==> src/rtl/rv_sdram_bridge_pkg.sv <==
`default_nettype none
// +-----------------------------------------------------------------------+
// | sdram_pkg : shared types for the clkref-slot SDRAM clients            |
// | Rev 1.0                                                               |
// +-----------------------------------------------------------------------+
package sdram_pkg;

   localparam int RV_ADDR_W = 22;

   typedef enum logic [1:0] {
      ST_IDLE = 2'd0,
      ST_LO   = 2'd1,
      ST_HI   = 2'd2,
      ST_RESP = 2'd3
   } state_t;

   typedef enum logic {
      HALF_LO = 1'b0,
      HALF_HI = 1'b1
   } half_t;

   function automatic logic [RV_ADDR_W-1:0] half_addr(input logic [RV_ADDR_W-2:0] word_addr,
                                                      input half_t half);
      return {word_addr, logic'(half)};
   endfunction

endpackage
`default_nettype wire

==> src/rtl/rv_sdram_bridge_if.sv <==
`default_nettype none
// +-----------------------------------------------------------------------+
// | rv_sdram_bridge_if : core memory bus plus controller rv_* slot port    |
// | Rev 1.0                                                               |
// +-----------------------------------------------------------------------+
interface rv_sdram_bridge_if;
   import sdram_pkg::*;

   logic                 mem_valid;
   logic                 mem_ready;
   logic [RV_ADDR_W-2:0] mem_addr;
   logic [31:0]          mem_wdata;
   logic [3:0]           mem_wstrb;
   logic [31:0]          mem_rdata;

   logic [RV_ADDR_W-1:0] rv_addr;
   logic [15:0]          rv_din;
   logic [1:0]           rv_ds;
   logic                 rv_rd;
   logic                 rv_wr;
   logic                 rv_wait;
   logic [15:0]          rv_dout;

   modport slave (
      input  mem_valid, mem_addr, mem_wdata, mem_wstrb,
      output mem_ready, mem_rdata,
      output rv_addr, rv_din, rv_ds, rv_rd, rv_wr,
      input  rv_wait, rv_dout
   );

   modport master (
      output mem_valid, mem_addr, mem_wdata, mem_wstrb,
      input  mem_ready, mem_rdata,
      input  rv_addr, rv_din, rv_ds, rv_rd, rv_wr,
      output rv_wait, rv_dout
   );

endinterface
`default_nettype wire

==> src/rtl/rv_sdram_bridge_clkref_edge.sv <==
`default_nettype none
// +-----------------------------------------------------------------------+
// | clkref_edge : one-clk pulse on each rising edge of the slot reference |
// | Rev 1.0                                                               |
// +-----------------------------------------------------------------------+
module clkref_edge (
   input  wire  clk,
   input  wire  resetn,
   input  wire  clkref,
   output logic clkref_rise
);

   logic r_clkref;

   always_ff @(posedge clk) begin
      if (!resetn) r_clkref <= 1'b0;
      else         r_clkref <= clkref;
   end

   assign clkref_rise = clkref & ~r_clkref;

endmodule
`default_nettype wire

==> src/rtl/rv_sdram_bridge.sv <==
`default_nettype none
// +-----------------------------------------------------------------------+
// | rv_sdram_bridge : 32-bit core bus to 16-bit SDRAM rv_* slot adapter   |
// | Rev 1.0                                                               |
// +-----------------------------------------------------------------------+
module rv_sdram_bridge
   import sdram_pkg::*;
#(
   parameter bit SKIP_EMPTY_HALF = 1'b1,
   parameter int RETRY_W         = 16
) (
   input  wire                 clk,
   input  wire                 resetn,
   input  wire                 clkref,
   input  wire                 sdram_busy,
   rv_sdram_bridge_if.slave    bus,
   output logic [RETRY_W-1:0]  retry_cnt
);

   logic w_edge;

   clkref_edge u_clkref_edge (
      .clk         (clk),
      .resetn      (resetn),
      .clkref      (clkref),
      .clkref_rise (w_edge)
   );

   state_t               r_state,     w_state;
   logic                 r_issued,    w_issued;
   logic [RV_ADDR_W-2:0] r_addr,      w_addr;
   logic [31:0]          r_wdata,     w_wdata;
   logic [3:0]           r_wstrb,     w_wstrb;
   logic [31:0]          r_rdata,     w_rdata;
   logic                 r_mem_ready, w_mem_ready;
   logic [31:0]          r_mem_rdata, w_mem_rdata;
   logic [RV_ADDR_W-1:0] r_rv_addr,   w_rv_addr;
   logic [15:0]          r_rv_din,    w_rv_din;
   logic [1:0]           r_rv_ds,     w_rv_ds;
   logic                 r_rv_rd,     w_rv_rd;
   logic                 r_rv_wr,     w_rv_wr;
   logic [RETRY_W-1:0]   r_retry,     w_retry;

   logic  w_is_read;
   logic  w_skip_hi;
   logic  w_issue;
   half_t w_issue_half;
   half_t w_cur_half;

   assign w_is_read  = (r_wstrb == 4'b0000);
   assign w_skip_hi  = SKIP_EMPTY_HALF && !w_is_read && (r_wstrb[3:2] == 2'b00);
   assign w_cur_half = (r_state == ST_HI) ? HALF_HI : HALF_LO;

   always_ff @(posedge clk) begin
      if (!resetn) begin
         r_state     <= ST_IDLE;
         r_issued    <= 1'b0;
         r_addr      <= '0;
         r_wdata     <= '0;
         r_wstrb     <= '0;
         r_rdata     <= '0;
         r_mem_ready <= 1'b0;
         r_mem_rdata <= '0;
         r_rv_addr   <= '0;
         r_rv_din    <= '0;
         r_rv_ds     <= '0;
         r_rv_rd     <= 1'b0;
         r_rv_wr     <= 1'b0;
         r_retry     <= '0;
      end else begin
         r_state     <= w_state;
         r_issued    <= w_issued;
         r_addr      <= w_addr;
         r_wdata     <= w_wdata;
         r_wstrb     <= w_wstrb;
         r_rdata     <= w_rdata;
         r_mem_ready <= w_mem_ready;
         r_mem_rdata <= w_mem_rdata;
         r_rv_addr   <= w_rv_addr;
         r_rv_din    <= w_rv_din;
         r_rv_ds     <= w_rv_ds;
         r_rv_rd     <= w_rv_rd;
         r_rv_wr     <= w_rv_wr;
         r_retry     <= w_retry;
      end
   end

   always_comb begin
      w_state      = r_state;
      w_issued     = r_issued;
      w_addr       = r_addr;
      w_wdata      = r_wdata;
      w_wstrb      = r_wstrb;
      w_rdata      = r_rdata;
      w_mem_ready  = r_mem_ready;
      w_mem_rdata  = r_mem_rdata;
      w_rv_addr    = r_rv_addr;
      w_rv_din     = r_rv_din;
      w_rv_ds      = r_rv_ds;
      w_rv_rd      = r_rv_rd;
      w_rv_wr      = r_rv_wr;
      w_retry      = r_retry;
      w_issue      = 1'b0;
      w_issue_half = HALF_LO;

      case (r_state)
         ST_IDLE: begin
            if (bus.mem_valid && !r_mem_ready) begin
               w_addr  = bus.mem_addr;
               w_wdata = bus.mem_wdata;
               w_wstrb = bus.mem_wstrb;
               w_rdata = '0;
               if (SKIP_EMPTY_HALF && (bus.mem_wstrb != 4'b0000) && (bus.mem_wstrb[1:0] == 2'b00))
                  w_state = ST_HI;
               else
                  w_state = ST_LO;
            end
         end

         ST_LO, ST_HI: begin
            if (w_edge) begin
               if (!r_issued) begin
                  if (!sdram_busy) begin
                     w_issue      = 1'b1;
                     w_issue_half = w_cur_half;
                  end
               end else if (!bus.rv_wait) begin
                  if (w_is_read) begin
                     if (r_state == ST_LO) w_rdata[15:0]  = bus.rv_dout;
                     else                  w_rdata[31:16] = bus.rv_dout;
                  end
                  if ((r_state == ST_LO) && !w_skip_hi) begin
                     // Chain straight into the high half so the two slots are adjacent.
                     w_state = ST_HI;
                     if (!sdram_busy) begin
                        w_issue      = 1'b1;
                        w_issue_half = HALF_HI;
                     end else begin
                        w_rv_rd  = 1'b0;
                        w_rv_wr  = 1'b0;
                        w_issued = 1'b0;
                     end
                  end else begin
                     w_state     = ST_RESP;
                     w_rv_rd     = 1'b0;
                     w_rv_wr     = 1'b0;
                     w_issued    = 1'b0;
                     w_mem_ready = 1'b1;
                     w_mem_rdata = w_rdata;
                  end
               end else begin
                  if (r_retry != {RETRY_W{1'b1}}) w_retry = r_retry + 1'b1;
                  // Busy during a retry withdraws the request until the controller is free.
                  if (sdram_busy) begin
                     w_rv_rd  = 1'b0;
                     w_rv_wr  = 1'b0;
                     w_issued = 1'b0;
                  end
               end
            end
         end

         ST_RESP: begin
            w_mem_ready = 1'b0;
            w_state     = ST_IDLE;
         end

         default: w_state = ST_IDLE;
      endcase

      if (w_issue) begin
         w_rv_addr = half_addr(r_addr, w_issue_half);
         w_rv_din  = (w_issue_half == HALF_HI) ? r_wdata[31:16] : r_wdata[15:0];
         w_rv_ds   = w_is_read ? 2'b11 :
                     ((w_issue_half == HALF_HI) ? r_wstrb[3:2] : r_wstrb[1:0]);
         w_rv_rd   = w_is_read;
         w_rv_wr   = !w_is_read;
         w_issued  = 1'b1;
      end
   end

   assign bus.mem_ready = r_mem_ready;
   assign bus.mem_rdata = r_mem_rdata;
   assign bus.rv_addr   = r_rv_addr;
   assign bus.rv_din    = r_rv_din;
   assign bus.rv_ds     = r_rv_ds;
   assign bus.rv_rd     = r_rv_rd;
   assign bus.rv_wr     = r_rv_wr;
   assign retry_cnt     = r_retry;

endmodule
`default_nettype wire

==> src/flat_wrapper.sv <==
// flat-port wrapper written by rule: the top's interface ports become plain ports
module rv_sdram_bridge_flat import sdram_pkg::*;
#(
   parameter bit SKIP_EMPTY_HALF = 1'b1,
   parameter int RETRY_W         = 16
)
  (clk, resetn, clkref, sdram_busy, retry_cnt, bus_mem_valid, bus_mem_addr, bus_mem_wdata, bus_mem_wstrb, bus_mem_ready, bus_mem_rdata, bus_rv_addr, bus_rv_din, bus_rv_ds, bus_rv_rd, bus_rv_wr, bus_rv_wait, bus_rv_dout);
  rv_sdram_bridge_if bus_i ();
  input  wire clk;
  input  wire resetn;
  input  wire clkref;
  input  wire sdram_busy;
  output logic [RETRY_W-1:0] retry_cnt;
  input wire logic [$bits(bus_i.mem_valid)-1:0] bus_mem_valid;
  input wire logic [$bits(bus_i.mem_addr)-1:0] bus_mem_addr;
  input wire logic [$bits(bus_i.mem_wdata)-1:0] bus_mem_wdata;
  input wire logic [$bits(bus_i.mem_wstrb)-1:0] bus_mem_wstrb;
  output wire logic [$bits(bus_i.mem_ready)-1:0] bus_mem_ready;
  output wire logic [$bits(bus_i.mem_rdata)-1:0] bus_mem_rdata;
  output wire logic [$bits(bus_i.rv_addr)-1:0] bus_rv_addr;
  output wire logic [$bits(bus_i.rv_din)-1:0] bus_rv_din;
  output wire logic [$bits(bus_i.rv_ds)-1:0] bus_rv_ds;
  output wire logic [$bits(bus_i.rv_rd)-1:0] bus_rv_rd;
  output wire logic [$bits(bus_i.rv_wr)-1:0] bus_rv_wr;
  input wire logic [$bits(bus_i.rv_wait)-1:0] bus_rv_wait;
  input wire logic [$bits(bus_i.rv_dout)-1:0] bus_rv_dout;
  assign bus_i.mem_valid = bus_mem_valid;
  assign bus_i.mem_addr = bus_mem_addr;
  assign bus_i.mem_wdata = bus_mem_wdata;
  assign bus_i.mem_wstrb = bus_mem_wstrb;
  assign bus_mem_ready = bus_i.mem_ready;
  assign bus_mem_rdata = bus_i.mem_rdata;
  assign bus_rv_addr = bus_i.rv_addr;
  assign bus_rv_din = bus_i.rv_din;
  assign bus_rv_ds = bus_i.rv_ds;
  assign bus_rv_rd = bus_i.rv_rd;
  assign bus_rv_wr = bus_i.rv_wr;
  assign bus_i.rv_wait = bus_rv_wait;
  assign bus_i.rv_dout = bus_rv_dout;
  rv_sdram_bridge #(.SKIP_EMPTY_HALF(SKIP_EMPTY_HALF), .RETRY_W(RETRY_W)) u_core (.clk(clk), .resetn(resetn), .clkref(clkref), .sdram_busy(sdram_busy), .bus(bus_i), .retry_cnt(retry_cnt));
endmodule
==> config.mk <==
export PLATFORM = sky130hd
export DESIGN_NAME = rv_sdram_bridge_flat
export DESIGN_NICKNAME = d
export VERILOG_FILES = /design/src/rtl/rv_sdram_bridge_pkg.sv /design/src/rtl/rv_sdram_bridge_if.sv /design/src/rtl/rv_sdram_bridge_clkref_edge.sv /design/src/rtl/rv_sdram_bridge.sv /design/src/flat_wrapper.sv
export SDC_FILE = /design/constraint.sdc
export NUM_CORES = 1
export LEC_CHECK = 0
export ABC_AREA = 1
export CAP_MARGIN = 5
export CORE_ASPECT_RATIO = 0.7
export CORE_MARGIN = 4
export CORE_UTILIZATION = 40
export CTS_CLUSTER_SIZE = 30
export DETAILED_ROUTE_END_ITERATION = 10
export PLACE_DENSITY = 0.7
export SYNTH_ARGS = -nofsm -noshare
export SYNTH_HDL_FRONTEND = slang
export SYNTH_HIERARCHICAL = 1
export SYNTH_SLANG_ARGS = --single-unit
==> constraint.sdc <==
create_clock -name clk -period 2.5 [get_ports clk]
set_clock_uncertainty 0.1 [all_clocks]
set_input_delay 0.5 -clock clk [delete_from_list [all_inputs] [get_ports clk]]
set_output_delay 0.5 -clock clk [all_outputs]
set_load 0.02 [all_outputs]
==> results.py, run 1 <==
metrics = {
    "cts": {
        "clock_latency_ns": 0.42,
        "cts_tree": "built",
        "numCtsBuffers": 17,
        "cts_setup_buffers": 0,
        "cts_root_buf": "clkbuf_16",
        "h-tree-depth": 4,
        "max-clock-path-buffers": 2,
        "cts.sinks": 184,
        "cts_resized": 0,
        "clk_pin_slew_ns": 0.07,
        "cts-hold-fix-buffers": 0,
    },
    "logic_synthesis": {
        "synth_enable_flop_cells": 0,
        "seq_area_frac_synth_pct": 48.3,
        "synth_cell_types": 26,
        "ys_ff_latch": 184,
        "synth_area_um2": 7620,
        "yosysTopAreaCell": "dfxtp_1",
        "ys_async_sr_fraction_pct": 0,
        "yosysMostFrequentCell": "nand2_1",
        "synth-main-ff-cell": "dfxtp_1",
        "netlist_top_cells_area": "dfxtp_1 (48%), nand2_1 (13%), a21oi_1 (12%)",
        "synth_cells": 1074,
        "ys_warn_count": 6,
        "synth.avg_cell_area_um2": 7.10,
        "synth_top_cell_area_share_pct": 48.3,
        "syn-num-nets": 1159,
        "ys_top_cells_by_count": "nand2_1 (273), a21oi_1 (184), dfxtp_1 (184), o21ai_0 (105), inv_1 (86)",
    },
    "place": {
        "post-place-ws_ns": 0.147,
        "io_buffers": 169,
        "dp.cells": 1434,
        "dp_hpwl_mm": 14.7,
        "gp_congestion": 0.820,
    },
    "layout": {
        "n_antenna_cell": 0,
        "nNetsFinal": 1302,
        "synthToLayoutAreaGrowth_pct": 34.1,
        "fillers": 1736,
        "fin_cells": 1466,
        "drive_above_1_share_pct": 5.69,
    },
    "power": {
        "vdd_drop_max_mv": 0.507,
        "leakagePower_nw": 3.92,
        "p_int_mw": 5.92,
        "switching_power_mw": 3.27,
        "p_per_area_nw_per_um2": 899,
        "p_sw_share_pct": 35.5,
        "p_clk_share_pct": 29.3,
        "p_comb_share_pct": 32.3,
        "pwr-share-seq_pct": 38.4,
    },
    "timing": {
        "finalSetupTns_ns": 0,
        "worstMarginPinSlew_ns": 0.552,
        "final.setup.worst_slack_ns": 0.367,
        "fmax_mhz": 469,
        "period_share_pct": 85.3,
        "rsz0062_at_grt": "no",
        "finalCriticalPeriod_ns": 2.13,
        "slew_viol_final": 0,
        "finalSetupViolCount": 0,
        "finalHoldViolations": 0,
        "slew_headroom_pct": 63.2,
    },
    "critical_path": {
        "path_class": "reg2out",
        "cp-start-kind": "register",
        "endpoint_kind": "primary output",
        "cp_slowest_cell": "clkdlybuf4s50_1",
        "cp.required_ns": 1.90,
        "crit_path_max_incr_delay_ns": 0.66,
        "critPathTopFamily": "buffers and inverters",
        "critPathMaxFanout": 7,
        "critPathBufInv": 1,
        "arrival_ns": 1.53,
        "path_cells": "clkdlybuf4s50_1",
    },
    "route": {
        "routed_wirelength_mm": 21.6,
        "first_iter_violations": 585,
        "drc_errors": 0,
        "firstDrtPassIters": 5,
        "vias": 7350,
        "wl_per_cell_um": 14.8,
        "drtAntennaViolNets": 0,
        "viasPerCell": 5.01,
    },
    "status": {
        "outcome": "finished, final reports clean",
    },
    "grt": {
        "grt_pass1_vias": 6698,
        "grt-ovfl-total": 0,
        "grt_max_degree": 75,
        "antenna_found_initial": 0,
        "grtUsageTotal_pct": 20.1,
        "grt_pass1_wl_mm": 34.9,
    },
    "floorplanning": {
        "dieArea_um2": 21400,
        "num_rows": 41,
        "initial_core_util_pct": 41.5,
        "fp.dieW_um": 173,
        "die_y_um": 123,
        "ios": 170,
        "core_um2": 18400,
    },
    "hold_path": {
        "min_path_type": "reg2reg",
    },
    "run": {
        "drv_cap": 0,
    },
}
## sequential cells by signal (all words and copies together), names as in the netlist
signal	cells
u_core/bus.mem_rdata	32
u_core/r_rdata	32
u_core/r_wdata	32
u_core/bus.rv_addr	22
u_core/r_addr	21
u_core/bus.rv_din	16
u_core/retry_cnt	16
u_core/r_wstrb	4
u_core/bus.rv_ds	2
u_core/r_state	2
u_core/bus.mem_ready	1
u_core/bus.rv_rd	1
u_core/bus.rv_wr	1
u_core/r_issued	1
u_core/u_clkref_edge/r_clkref	1
## power by group through the flow
stage | clock (mW) | combinational [mW] | sequential [mW]
2_1_floorplan | 0 | 1.74 | 3.65
3_3_place_gp | 0 | 2.93 | 3.59
6_report | 2.69 | 2.97 | 3.53
3_5_place_dp | 0 | 2.94 | 3.60
4_1_cts | 2.75 | 2.96 | 3.53
5_1_grt | 2.87 | 3.30 | 3.59
## tightest hold or removal path, cell delays in order, from the launching register on
cell and delay [ns]:
dfxtp_1 0.31, inv_1 0.05, a21oi_1 0.04
## final cells by class
| cell class | count | area (um^2) | area share (%) |
|---|---|---|---|
| tap | 236 | 295 | 2.89 |
| multi-input combinational | 730 | 3330 | 32.6 |
| clock buffer | 20 | 447 | 4.37 |
| clock inverter | 12 | 141 | 1.38 |
| inverter | 90 | 339 | 3.32 |
| timing repair buffer | 194 | 1990 | 19.4 |
| sequential | 184 | 3680 | 36.0 |
## final timing paths
check	startpoint	end	slack (ns)	cells after the start
hold / removal	u_core/r_wdata[25]$_SDFFE_PN0P_	u_core/r_wdata[25]$_SDFFE_PN0P_	0.35	2
hold reg to reg	u_core/r_wdata[25]$_SDFFE_PN0P_	u_core/r_wdata[25]$_SDFFE_PN0P_	0.35	2
setup reg to reg	u_core/r_state[0]$_SDFFE_PN0P_	u_core/retry_cnt[13]$_SDFFE_PN0P_	0.38	9
setup / recovery	u_core/retry_cnt[10]$_SDFFE_PN0P_	retry_cnt[10]	0.37	1
## layout by cell type (no fill, tap or decap), drive strengths merged, types with 3 or more instances in the layout
master	n
nand2	273
a21oi	184
dfxtp	184
clkdlybuf4s50	168
o21ai	108
inv	93
nor2	86
nand3	39
buf	26
clkbuf	20
nor3	18
ha	6
clkinv	6
xor2	4
nand4	3
xnor2	3
## logic make-up after synthesis
family                   synth area share [%]
flip-flops                               48.3
AND/OR/NAND/NOR                          22.1
adder cells (fa/ha/maj)                 0.985
XOR/XNOR                                0.804
AO/OA/AOI/OAI                            19.5
buffers and inverters                    8.21
## per-layer routing
metal / share of wire, % / global-route usage [%] / vias to the layer above
met5: 0 / 0 / -
met4: 0.75 / 3.84 / 0
met3: 6.2 / 5.38 / 13
met2: 42 / 29.4 / 199
met1: 51 / 30.0 / 3381
li1: - / - / 3757
## metrics by stage
step / power (mW) / util [%] / area, um^2 / hold WS [ns]
floorplan: 5.39 / - / 7620 / 0.324
detailed placement: 6.54 / 52.5 / 9640 / 0.335
global route: 9.76 / 55.7 / 10200 / 0.359
global placement: 6.52 / 52.5 / 9640 / 0.332
finish: 9.19 / 55.7 / 10200 / 0.345
CTS: 9.25 / 55.7 / 10200 / 0.347
Power figures use the tool's default switching activity.
==> run 2, diff against run 1 <==
Settings changed: PLACE_DENSITY 0.7 to 0.69, SETUP_SLACK_MARGIN set to 0.15, SYNTH_HIERARCHICAL 1 to not set.
==> results.py, run 2 <==
metrics = {
    "status": {
        "outcome": "finished, final reports clean",
    },
    "layout": {
        "fillers": 1836,
        "seqCellArea_um2": 3680,
        "drive_above_1_share_pct": 6.76,
        "n_antenna_cell": 0,
        "final_cell_mix": "nand2_1 (307), dfxtp_1 (184), clkdlybuf4s50_1 (168)",
        "nNetsFinal": 1343,
        "fin_cells": 1536,
        "final_common_cell": "nand2_1",
        "synthToLayoutAreaGrowth_pct": 32.7,
        "finalCoreUtilization_pct": 54.5,
        "multi_input_area_um2": 3410,
        "stdcell_area_um2": 10400,
    },
    "timing": {
        "period_share_pct": 85.8,
        "fmax_mhz": 466,
        "finalCriticalPeriod_ns": 2.14,
        "finalSetupViolCount": 0,
        "worstMarginPinSlew_ns": 0.457,
        "slew_headroom_pct": 69.5,
        "slew_viol_final": 0,
        "rsz0062_at_grt": "no",
        "finalHoldViolations": 0,
        "hold_ws_ns": 0.340,
        "finalSetupTns_ns": 0,
        "final.setup.worst_slack_ns": 0.356,
    },
    "cts": {
        "cts_tree": "built",
        "max-clock-path-buffers": 2,
        "cts.sinks": 184,
        "cts_root_buf": "clkbuf_16",
        "h-tree-depth": 4,
        "cts-hold-fix-buffers": 0,
        "clock_latency_ns": 0.43,
        "numCtsBuffers": 17,
        "clk_pin_slew_ns": 0.07,
    },
    "logic_synthesis": {
        "ys_async_sr_fraction_pct": 0,
        "ys_top_cells_by_count": "nand2_1 (307), dfxtp_1 (184), a21oi_1 (158), o21ai_0 (129), inv_1 (116)",
        "ys_warn_count": 0,
        "synth_top_cell_area_share_pct": 47.0,
        "syn-num-nets": 1193,
        "synth-main-ff-cell": "dfxtp_1",
        "synth_cells": 1109,
        "yosysMostFrequentCell": "nand2_1",
        "synth_area_um2": 7840,
        "seq_area_frac_synth_pct": 47.0,
        "synth.avg_cell_area_um2": 7.07,
        "synth_cell_types": 28,
        "yosysTopAreaCell": "dfxtp_1",
        "ys_ff_latch": 184,
        "synth_enable_flop_cells": 0,
        "netlist_top_cells_area": "dfxtp_1 (47%), nand2_1 (15%), a21oi_1 (10%)",
    },
    "place": {
        "dp_hpwl_mm": 13.9,
        "gp_congestion": 0.834,
        "post-place-ws_ns": -0.0943,
        "post_dp_cell_area_um2": 9780,
        "dp.cells": 1499,
        "io_buffers": 169,
    },
    "critical_path": {
        "r2r_cells": 10,
        "arrival_ns": 1.54,
        "crit_path_max_incr_delay_ns": 0.66,
        "cp-start-kind": "register",
        "cp_slowest_cell": "clkdlybuf4s50_1",
        "critPathMaxFanout": 6,
        "path_class": "reg2out",
        "cp.depth": 1,
        "path_cells": "clkdlybuf4s50_1",
        "cp.required_ns": 1.90,
        "critPathBufInv": 1,
        "endpoint_kind": "primary output",
        "critPathTopFamily": "buffers and inverters",
    },
    "grt": {
        "grt_max_degree": 48,
        "grt-ovfl-total": 0,
        "grtUsageTotal_pct": 18.5,
        "grt_pass1_wl_mm": 33.4,
        "antenna_found_initial": 0,
        "grt_pass1_vias": 6587,
    },
    "route": {
        "viasPerCell": 4.78,
        "firstDrtPassIters": 7,
        "vias": 7342,
        "drtAntennaViolNets": 0,
        "wl_per_cell_um": 13.5,
        "first_iter_violations": 574,
        "drc_errors": 0,
        "routed_wirelength_mm": 20.7,
    },
    "hold_path": {
        "holdPathStages": 2,
        "min_path_type": "reg2reg",
    },
    "power": {
        "vdd_drop_max_mv": 0.503,
        "p_comb_share_pct": 28.0,
        "p_clk_share_pct": 31.4,
        "leakagePower_nw": 4.06,
        "p_int_mw": 5.56,
        "p_sw_share_pct": 34.5,
        "p_per_area_nw_per_um2": 816,
        "fin_total_pwr_mw": 8.49,
        "pwr-share-seq_pct": 40.6,
        "switching_power_mw": 2.93,
    },
    "run": {
        "drv_cap": 0,
    },
    "floorplanning": {
        "dieArea_um2": 21900,
        "num_rows": 42,
        "die_y_um": 125,
        "ios": 170,
        "initial_core_util_pct": 41.1,
        "core_um2": 19100,
        "fp.dieW_um": 175,
    },
}
run 2: cell types whose count changed in the layout (fill, tap and decap cells not counted), moves of 4 or more:
cell,before,now
a21oi_1,184,158
buf_12,9,3
buf_4,16,26
clkinvlp_4,1,5
inv_1,85,116
nand2_1,273,307
nand2_2,0,5
nand3_1,38,16
nand4_1,3,16
nor2_1,81,67
nor2_4,0,4
nor3_1,17,0
o21ai_0,105,129
o21ai_1,1,9
run 2: worst paths after layout:
path | end | slack [ns] | startpoint
max reg2reg | u_core.r_rdata[1]$_SDFFE_PN0P_ | 0.41 | u_core.r_state[1]$_SDFFE_PN0P_
min | u_core.r_addr[15]$_SDFFE_PN0P_ | 0.34 | u_core.r_addr[15]$_SDFFE_PN0P_
max | retry_cnt[2] | 0.36 | u_core.retry_cnt[2]$_SDFFE_PN0P_
min reg2reg | u_core.r_addr[15]$_SDFFE_PN0P_ | 0.34 | u_core.r_addr[15]$_SDFFE_PN0P_
run 2: metal layers:
metal  routed length, um  up-vias  GRT usage [%]  part of all wire, %
met5                   0        -              0                    0
li1                    -     3831              -                    -
met2                8700      181           27.0                   42
met3                1200       14           4.59                  5.8
met4                 212        0           4.66                  1.0
met1               10600     3316           27.2                   51
run 2: timing repair:
action,CTS,global route
buffers inserted,0,5
gates resized for setup,0,3
endpoints found under the hold margin,0,0
endpoints found under the setup margin,0,10
run 2: cell type report:
type / count / share of cell area, %
Clock buffer: 19 / 4.26
Clock inverter: 13 / 1.30
Inverter: 122 / 4.44
Multi-Input combinational cell: 737 / 32.8
Sequential cell: 184 / 35.4
Tap cell: 264 / 3.18
Timing Repair Buffer: 197 / 18.6
run 2: kinds of logic (layout without fill, tap and decap cells):
logic type / count (synthesis) / count (layout) / share of synthesized area, %
DFF: 184 / 184 / 47.0
adders and majority gates: 5 / 5 / 0.798
buffers and inverters: 188 / 351 / 9.75
AOI/OAI and AO/OA: 301 / 301 / 19.5
and+or+nand+nor: 423 / 423 / 22.0
xor gates and xnor gates: 8 / 8 / 0.894
run 2: worst reg2reg max path, cell delays in order, from the launching register on:
cell     delay [ns]
dfxtp_1        0.40
inv_1          0.08
ha_1           0.31
buf_4          0.22
o21ai_2        0.08
nand2_1        0.11
inv_2          0.06
nand2_1        0.06
buf_4          0.33
nand2_1        0.11
a21oi_1        0.16
run 2: power groups by stage:
stage | clock [mW] | combinational, mW | sequential [mW]
final | 2.67 | 2.37 | 3.45
after global routing | 2.85 | 2.65 | 3.48
after CTS | 2.74 | 2.38 | 3.45
after detailed placement | 0 | 2.36 | 3.51
after global placement | 0 | 2.34 | 3.50
after floorplan | 0 | 1.39 | 3.63
==> run 3, diff against run 2 <==
Settings changed: ABC_CLOCK_PERIOD_IN_PS set to 2500.
==> results of run 3 <==
No change in the layout: final DEF, timing and power equal those of run 2.
